===== config.mk =====
export PLATFORM = sky130hd
export DESIGN_NAME = float_encoder_pipe
export DESIGN_NICKNAME = d
export VERILOG_FILES = /design/src/rtl/float_encoder_pipe.sv
export SDC_FILE = /design/constraint.sdc
export NUM_CORES = 1
export LEC_CHECK = 0
export BUFFER_PORTS_ARGS = -buffer_cell sky130_fd_sc_hd__clkbuf_2
export CAP_MARGIN = 40
export CORE_MARGIN = 1
export CORE_UTILIZATION = 55
export DETAILED_ROUTE_END_ITERATION = 10
export GPL_TIMING_DRIVEN = 0
export PLACE_DENSITY = 0.8
export SLEW_MARGIN = 30
export SYNTH_ARGS = -nofsm -noshare
export SYNTH_HDL_FRONTEND = slang
export SYNTH_SLANG_ARGS = --single-unit

===== constraint.sdc =====
create_clock -name clk -period 7.5 [get_ports clk]
set_input_delay 1.125 -clock clk [delete_from_list [all_inputs] [get_ports clk]]
set_output_delay 1.125 -clock clk [all_outputs]
set_load 0.02 [all_outputs]

===== src/rtl/float_encoder_pipe.sv =====
// Two-stage IEEE-754 encoder: S1 biases/classifies the operand, S2 rounds to nearest-even and packs.
// Define FLOAT_ENCODER_SUBNORMAL_EN to produce gradual underflow; otherwise tiny results flush to zero.
module float_encoder_pipe #(
  parameter int unsigned FSIZE = 64,
  localparam int unsigned EXP_SIZE  = (FSIZE == 16) ? 5  : (FSIZE == 32) ? 8  : 11,
  localparam int unsigned MANT_SIZE = (FSIZE == 16) ? 10 : (FSIZE == 32) ? 23 : 52
) (
  input  logic                  clk,
  input  logic                  rst_n,
  input  logic                  in_valid,
  output logic                  in_ready,
  input  logic                  in_sign,
  input  logic [EXP_SIZE+1:0]   in_exp,
  input  logic [MANT_SIZE+1:0]  in_frac,
  input  logic                  in_sticky,
  input  logic                  in_zero,
  input  logic                  in_inf,
  input  logic                  in_nan,
  output logic                  out_valid,
  input  logic                  out_ready,
  output logic [FSIZE-1:0]      out_bits,
  output logic [3:0]            out_flags
);

  // One spare bit over the operand exponent so biasing and the rounding carry never wrap.
  localparam int unsigned EW   = EXP_SIZE + 3;
  localparam int unsigned VW   = MANT_SIZE + 3;
  localparam int unsigned BIAS = (1 << (EXP_SIZE - 1)) - 1;
  localparam int unsigned EMAX = (1 << EXP_SIZE) - 1;

  typedef struct packed {
    logic                 sign;
    logic                 nan;
    logic                 inf;
    logic                 zero;
    logic                 tiny;
    logic [EW-1:0]        eb;
    logic [MANT_SIZE-1:0] mant;
    logic                 guard;
    logic                 rnd;
    logic                 sticky;
  } s1_t;

  logic                 adv;
  logic                 s1_valid_q;
  s1_t                  s1_q, s1_d;
  logic                 out_valid_q;
  logic [FSIZE-1:0]     out_bits_q, out_bits_d;
  logic [3:0]           out_flags_q, out_flags_d;
  logic [EW-1:0]        eb_c;

  assign adv       = out_ready | ~out_valid_q;
  assign in_ready  = adv;
  assign out_valid = out_valid_q;
  assign out_bits  = out_bits_q;
  assign out_flags = out_flags_q;

  assign eb_c = {in_exp[EXP_SIZE+1], in_exp} + EW'(BIAS);

`ifdef FLOAT_ENCODER_SUBNORMAL_EN
  localparam int unsigned SW = $clog2(VW + 1);

  logic [EW-1:0] sh_full;
  logic [SW-1:0] sh_amt;
  logic [VW-1:0] sub_src, sub_vec, sub_mask;
  logic          sub_lost;

  // Denormalizing shifter; only meaningful when eb <= 0, where 1 - eb is a small positive count.
  always_comb begin
    sh_full  = EW'(1) - eb_c;
    sh_amt   = (sh_full > EW'(VW)) ? SW'(VW) : SW'(sh_full);
    sub_src  = {1'b1, in_frac};
    sub_vec  = sub_src >> sh_amt;
    sub_mask = (VW'(1) << sh_amt) - VW'(1);
    sub_lost = |(sub_src & sub_mask);
  end
`endif

  // Stage 1: bias, classify, and (optionally) denormalize.
  always_comb begin
    s1_d        = '0;
    s1_d.sign   = in_sign;
    s1_d.nan    = in_nan;
    s1_d.inf    = in_inf;
    s1_d.zero   = in_zero;
    s1_d.eb     = eb_c;
    s1_d.tiny   = eb_c[EW-1] | (eb_c == '0);
    s1_d.mant   = in_frac[MANT_SIZE+1:2];
    s1_d.guard  = in_frac[1];
    s1_d.rnd    = in_frac[0];
    s1_d.sticky = in_sticky;
`ifdef FLOAT_ENCODER_SUBNORMAL_EN
    if (s1_d.tiny) begin
      s1_d.mant   = sub_vec[MANT_SIZE+1:2];
      s1_d.guard  = sub_vec[1];
      s1_d.rnd    = sub_vec[0];
      s1_d.sticky = in_sticky | sub_lost;
    end
`endif
  end

  logic                 up, inexact, carry;
  logic [MANT_SIZE:0]   mant_r;
  logic [EW-1:0]        eb_f;

  // Stage 2: round to nearest-even, then pack by class (nan > inf > zero > tiny > normal).
  always_comb begin
    up          = s1_q.guard & (s1_q.rnd | s1_q.sticky | s1_q.mant[0]);
    inexact     = s1_q.guard | s1_q.rnd | s1_q.sticky;
    mant_r      = {1'b0, s1_q.mant} + (MANT_SIZE+1)'(up);
    carry       = mant_r[MANT_SIZE];
    eb_f        = s1_q.eb + EW'(carry);
    out_bits_d  = {s1_q.sign, eb_f[EXP_SIZE-1:0], mant_r[MANT_SIZE-1:0]};
    out_flags_d = {2'b00, inexact, 1'b0};
    if (s1_q.nan) begin
      out_bits_d  = {1'b0, {EXP_SIZE{1'b1}}, 1'b1, {(MANT_SIZE-1){1'b0}}};
      out_flags_d = 4'b0001;
    end else if (s1_q.inf) begin
      out_bits_d  = {s1_q.sign, {EXP_SIZE{1'b1}}, {MANT_SIZE{1'b0}}};
      out_flags_d = 4'b0000;
    end else if (s1_q.zero) begin
      out_bits_d  = {s1_q.sign, {(FSIZE-1){1'b0}}};
      out_flags_d = 4'b0000;
    end else if (s1_q.tiny) begin
`ifdef FLOAT_ENCODER_SUBNORMAL_EN
      out_bits_d  = {s1_q.sign, {(EXP_SIZE-1){1'b0}}, carry, mant_r[MANT_SIZE-1:0]};
      out_flags_d = {1'b0, inexact, inexact, 1'b0};
`else
      out_bits_d  = {s1_q.sign, {(FSIZE-1){1'b0}}};
      out_flags_d = 4'b0110;
`endif
    end else if (!eb_f[EW-1] && (eb_f >= EW'(EMAX))) begin
      out_bits_d  = {s1_q.sign, {EXP_SIZE{1'b1}}, {MANT_SIZE{1'b0}}};
      out_flags_d = 4'b1010;
    end
  end

  // Both stages advance together; results hold while the consumer stalls.
  always_ff @(posedge clk or negedge rst_n) begin
    if (!rst_n) begin
      s1_valid_q  <= 1'b0;
      s1_q        <= '0;
      out_valid_q <= 1'b0;
      out_bits_q  <= '0;
      out_flags_q <= '0;
    end else if (adv) begin
      s1_valid_q  <= in_valid;
      out_valid_q <= s1_valid_q;
      if (in_valid) begin
        s1_q <= s1_d;
      end
      if (s1_valid_q) begin
        out_bits_q  <= out_bits_d;
        out_flags_q <= out_flags_d;
      end
    end
  end

endmodule

## Yosys cells after proc, flatten, opt, wreduce, memory -nomap -nowiden

Cells that the tools add are included.
W data, S select, Z words.

- Add/sub/neg operators: 3
- Order comparisons: 1
- Multiplexer cells: 10
- Bitwise gates (word level): 8
- Reductions and logical operators: 5

Operators by type and width:

| operator | count |
|---|---|
| $mux W63 | 4 |
| $mux W64 | 1 |
| $add A52 B1 Y53 | 1 |
| $mux W4 | 5 |
| $add A13 B11 Y14 const B | 1 |
| $add A14 B1 Y14 | 1 |
| $ge A14 B11 Y1 const B | 1 |
| $logic_not A14 Y1 | 1 |
| $or A1 B1 Y1 | 6 |
| $reduce_and A2 Y1 | 2 |
| $and A1 B1 Y1 | 1 |
| $logic_and A1 B1 Y1 | 1 |
| $logic_not A1 Y1 | 1 |
| $not A1 Y1 | 1 |

- Bits in registers: 144
- Output and inout bits: 70

## Depth between registers and ports, before layout

- Depth after elaboration: 12
- Gate-level depth with buffers: 15

## Worst setup path after synthesis

Ideal clock, no wire load.

- Kind: register -> register
- Start point: register s1_q[2] in the netlist's numbering
- End point: register out_bits_q[10], in the netlist out_bits[10]
- Setup time: 0.122 ns
- Data arrival time: 3.188 ns
- Required time: 7.378 ns
- Slack: 4.190 ns
- Stages on the path, launching flop included: 15
- Path buffers: 1
- Period minus slack after synthesis: 3.310 ns
- Cells stage by stage: dfrtp_1 > and2_1 > ha_1 > and4_1 > nor3b_2 > nand3_1 > nor3_1 > ha_1 > nand2_1 > nor4_4 > xor2_1 > and4_4 > o21ai_4 > buf_6 > a32o_1

- Word-level cells in the longest chain between the ends: 10
- Elaborated cells on any way between the ends: 11
- Those cells by class: 2 x add/sub; 1 x order compare; 5 x mux; 1 x bitwise; 2 x reduce/logical

Ends and longest elaborated chain:

| item | line | source |
|---|---|---|
| start: declaration | 46 | `s1_t s1_q, s1_d;` |
| start signal: assignment | 142 | `s1_q <= '0;` |
| start signal: assignment | 150 | `s1_q <= s1_d;` |
| $and A1 B1 Y1 * | 108 | `up = s1_q.guard & (s1_q.rnd \| s1_q.sticky \| s1_q.mant[0]);` |
| $add A52 B1 Y53 * | 110 | `mant_r = {1'b0, s1_q.mant} + (MANT_SIZE+1)'(up);` |
| $add A14 B1 Y14 | 112 | `eb_f = s1_q.eb + EW'(carry);` |
| $ge A14 B11 Y1 or $logic_not A1 Y1 (tied branches) | 132 | `end else if (!eb_f[EW-1] && (eb_f >= EW'(EMAX))) begin` |
| $logic_and A1 B1 Y1 | 132 |  |
| $mux W63 * | 132 |  |
| $mux W63 * | 124 | `end else if (s1_q.tiny) begin` |
| $mux W63 * | 121 | `end else if (s1_q.zero) begin` |
| $mux W63 * | 118 | `end else if (s1_q.inf) begin` |
| $mux W64 * | 115 | `if (s1_q.nan) begin` |
| end signal: assignment | 153 | `out_bits_q <= out_bits_d;` |
| end: declaration | 48 | `logic [FSIZE-1:0] out_bits_q, out_bits_d;` |

Every way passes the cells marked *; elsewhere a longest branch is shown, timed or not.
A chain may end at the register's enable or synchronous reset.

## Worst setup path in the final report

- Start point: register s1_q[2] in the netlist's numbering
- End point: register out_bits_q[60], in the netlist out_bits[60]

- Word-level cells in the longest chain between the ends: 10
- Elaborated cells on any way between the ends: 11
- Those cells by class: 2 x add/sub; 1 x order compare; 5 x mux; 1 x bitwise; 2 x reduce/logical

Ends and longest elaborated chain:

| item | line |
|---|---|
| $and A1 B1 Y1 * | 108 |
| $add A52 B1 Y53 * | 110 |
| $add A14 B1 Y14 * | 112 |
| $ge A14 B11 Y1 or $logic_not A1 Y1 (tied branches) | 132 |
| $logic_and A1 B1 Y1 | 132 |
| $mux W63 * | 132 |
| $mux W63 * | 124 |
| $mux W63 * | 121 |
| $mux W63 * | 118 |
| $mux W64 * | 115 |

Marks and branches as above.

==> flow_summary.yaml <==
synth:
  syn-cell-area_sq_um: 7230
  synth_area_leaders: "dfrtp_1, mux2_2, a32o_1"
  synth_edf_count: 0
  synth_nets: 715
  yosysWarnings: 0
  synth-seq-cells: 144
  synth_seq_area_share_pct: 49.8
  synth.avg_cell_area_sq_um: 11.4
  synth_top_area_share_pct: 49.8
  synth.distinct_cells: 58
  async_flop_share_pct: 100
  ys_dominant_reg_cell: "dfrtp_1"
  yosys.area.top_type: "dfrtp_1"
  synth_common_cells: "dfrtp_1, mux2_2, nand2_1, a32o_1, xnor2_1"
  synthCells: 634
  yosys.cell_count.top_type: "dfrtp_1"
route:
  avgViaCountPerCell: 5.91
  dr_wl_met3_um: 1080
  highest_layer: "met4"
  drt-initial-drc-count: 566
  wl_um: 18100
  drcViolationCount: 0
  route.detailed.wl_per_inst_um: 18.4
  dr.pass1.iters: 5
  detail-route-antenna-nets: 0
  drt-met1-wl_um: 7680
  num_vias: 5812
  wl_met2_um: 9040
cts:
  clock_path_buffers: 2
  htree_levels: 4
  cts_tree: "built"
  postCtsSetupBuffers: 0
  numCtsBuffers: 17
  cts.sinks: 144
  ctsResizeCount: 0
  clk_pin_slew_ns: 0.06
  cts_hold_buf: 0
  clkLatencyLatePin_ns: 0.42
  cts-root-buf: "clkbuf_16"
pwr:
  power.share.sequential_pct: 43.1
  p_int_mw: 1.62
  vdd_drop_max_mv: 0.137
  powerDensity_nw_per_um2: 269
  leakage_nw: 3.92
  p_sw_mw: 0.738
  swShare_pct: 31.3
  pwr-share-clk_pct: 35.2
  power_frac_comb_pct: 21.8
critical_path:
  critPathKind: "reg2reg"
  cp_slowest_cell: "nor3_1"
  start_kind: "register"
  path_cells: "and2_1, ha_1, and4_1, nor3b_2, nand3_1, nor3_1, ha_1, buf_2, nand2_1, nor4_2, o21ai_0, o31a_1, o21ai_4, buf_4, a31oi_1"
  path_buf_inv: 2
  cp_data_arrival_time_ns: 4.61
  cp-end-kind: "register"
  cpMostUsedCell: "ha_1"
  worstPathRequired_ns: 7.77
  cp_top_family: "simple AND/OR/NAND/NOR gates"
  critPathMaxStageDelay_ns: 0.44
  crit_fanout: 10
layout:
  syn_to_final_growth_pct: 21.5
  n_antenna_cell: 0
  nets: 879
  n_fill_cell: 979
  fin_cells: 983
  drive_gt1_share_pct: 34.0
sta:
  setup_viol: 0
  min_period_ns: 4.34
  slew_headroom_pct: 49.1
  tightest_slew_ns: 0.758
  setup_tns_ns: 0
  rsz0062_at_grt: "no"
  min_period_over_period_pct: 57.8
  skew_ns: 0.00601
  drv_slew: 0
  hold_violations: 0
  timing.fmax_mhz: 231
placed_design:
  io_buffers: 144
  place_inst: 951
  gp_congestion: 0.857
  dp_hpwl_um: 12800
global_routing:
  overflow: 0
  grt_max_degree: 80
  grtUsageTotal_pct: 28.0
  grt_pass1_wl_um: 28500
  antenna_found_initial: 0
  grt_pass1_vias: 5698
flow_run:
  maxCapViolCount: 0
outcome:
  status: "completed"
die:
  placement_rows: 41
  core_sq_um: 12700
  die_width_um: 117
  initial_core_util_pct: 56.8
  die_h_um: 117
  die-area_sq_um: 13600
  io_pins: 146
worst_hold_path:
  min_path_type: "reg2reg"
==> state kept, by name, summed over array words and instances (netlist names) <==
name / flops
s1_q: 74
out_bits: 64
out_flags: 4
out_valid: 1
s1_valid_q: 1
==> worst paths after layout <==
path / startpoint / to / slack, ns / cells after the start
worst max-delay path: s1_q[2] / out_bits[60] / 3.16 / 15
worst min-delay path: out_flags[0] / out_flags[0] / 0.48 / 2
worst max register to register: s1_q[2] / out_bits[60] / 3.16 / 15
worst min register to register: out_flags[0] / out_flags[0] / 0.48 / 2
max in group asynchronous: rst_n / s1_q[45] / 6.02 / 2
min in group asynchronous: rst_n / out_bits[11] / 0.74 / 1
==> cell type report <==
| type | count | area (sq um) | share of cell area, % |
|---|---|---|---|
| flip-flops and latches | 144 | 3600 | 41.0 |
| multi-input cells | 443 | 3370 | 38.3 |
| repair buffers | 145 | 757 | 8.62 |
| clock buffers | 20 | 467 | 5.31 |
| plain buffers | 41 | 238 | 2.71 |
| well taps | 172 | 215 | 2.45 |
| clock inverters | 12 | 115 | 1.31 |
| inverters | 6 | 22.5 | 0.256 |
==> layout by cell type (no fill, tap or decap), types with 19 or more instances in the layout <==
| cell type | n |
|---|---|
| nor2_1 | 23 |
| o21ai_0 | 30 |
| nand2_1 | 57 |
| dfrtp_1 | 144 |
| nand3_1 | 27 |
| xnor2_1 | 44 |
| nand4_1 | 19 |
| mux2_2 | 59 |
| xor2_1 | 29 |
| clkbuf_2 | 143 |
| a32o_1 | 50 |
==> metal layers <==
layer  up-vias  GRT usage (%)
li1       2682              -
met1      2913           36.4
met2       191           46.7
met3        26           6.18
met4         0           8.95
met5         -              0
==> power by group through the flow <==
stage	Clock (mW)	Combinational, mW	Sequential (mW)
6_report	0.831	0.514	1.02
5_1_grt	0.870	0.558	1.03
2_1_floorplan	0	0.286	1.06
3_5_place_dp	0	0.506	1.02
3_3_place_gp	0	0.489	1.02
4_1_cts	0.835	0.513	1.01
==> worst min-delay path, delay by kind of cell (launching register included) <==
kind             cells  cell delay, ns
and+or+nand+nor      2            0.10
DFF                  1            0.34
==> cells by family (layout without fill, tap and decap cells) <==
kind of cell             Yosys count  after routing  share of synthesized area, %
AND/OR/NAND/NOR                  193            193                          15.4
adder cells (fa/ha/maj)            5              5                         0.865
multiplexers                      60             60                          9.33
buffers and inverters             47            224                          3.60
AO/OA/AOI/OAI                    112            112                          12.2
flip-flops                       144            144                          49.8
XOR/XNOR                          73             73                          8.84
==> per-stage QoR <==
step / total power [mW] / util [%] / setup slack [ns] / hold slack (ns) / area, sq um
after floorplan: 1.34 / - / 4.19 / 0.470 / 7230
after global placement: 1.50 / 64.2 / 3.10 / 0.468 / 8170
after CTS: 2.36 / 69.1 / 3.22 / 0.491 / 8790
final: 2.36 / 69.1 / 3.16 / 0.483 / 8790
after detailed placement: 1.53 / 64.5 / 3.26 / 0.476 / 8200
after global routing: 2.46 / 69.1 / 2.98 / 0.505 / 8790
Note: power is estimated with default switching activity, not from simulation.
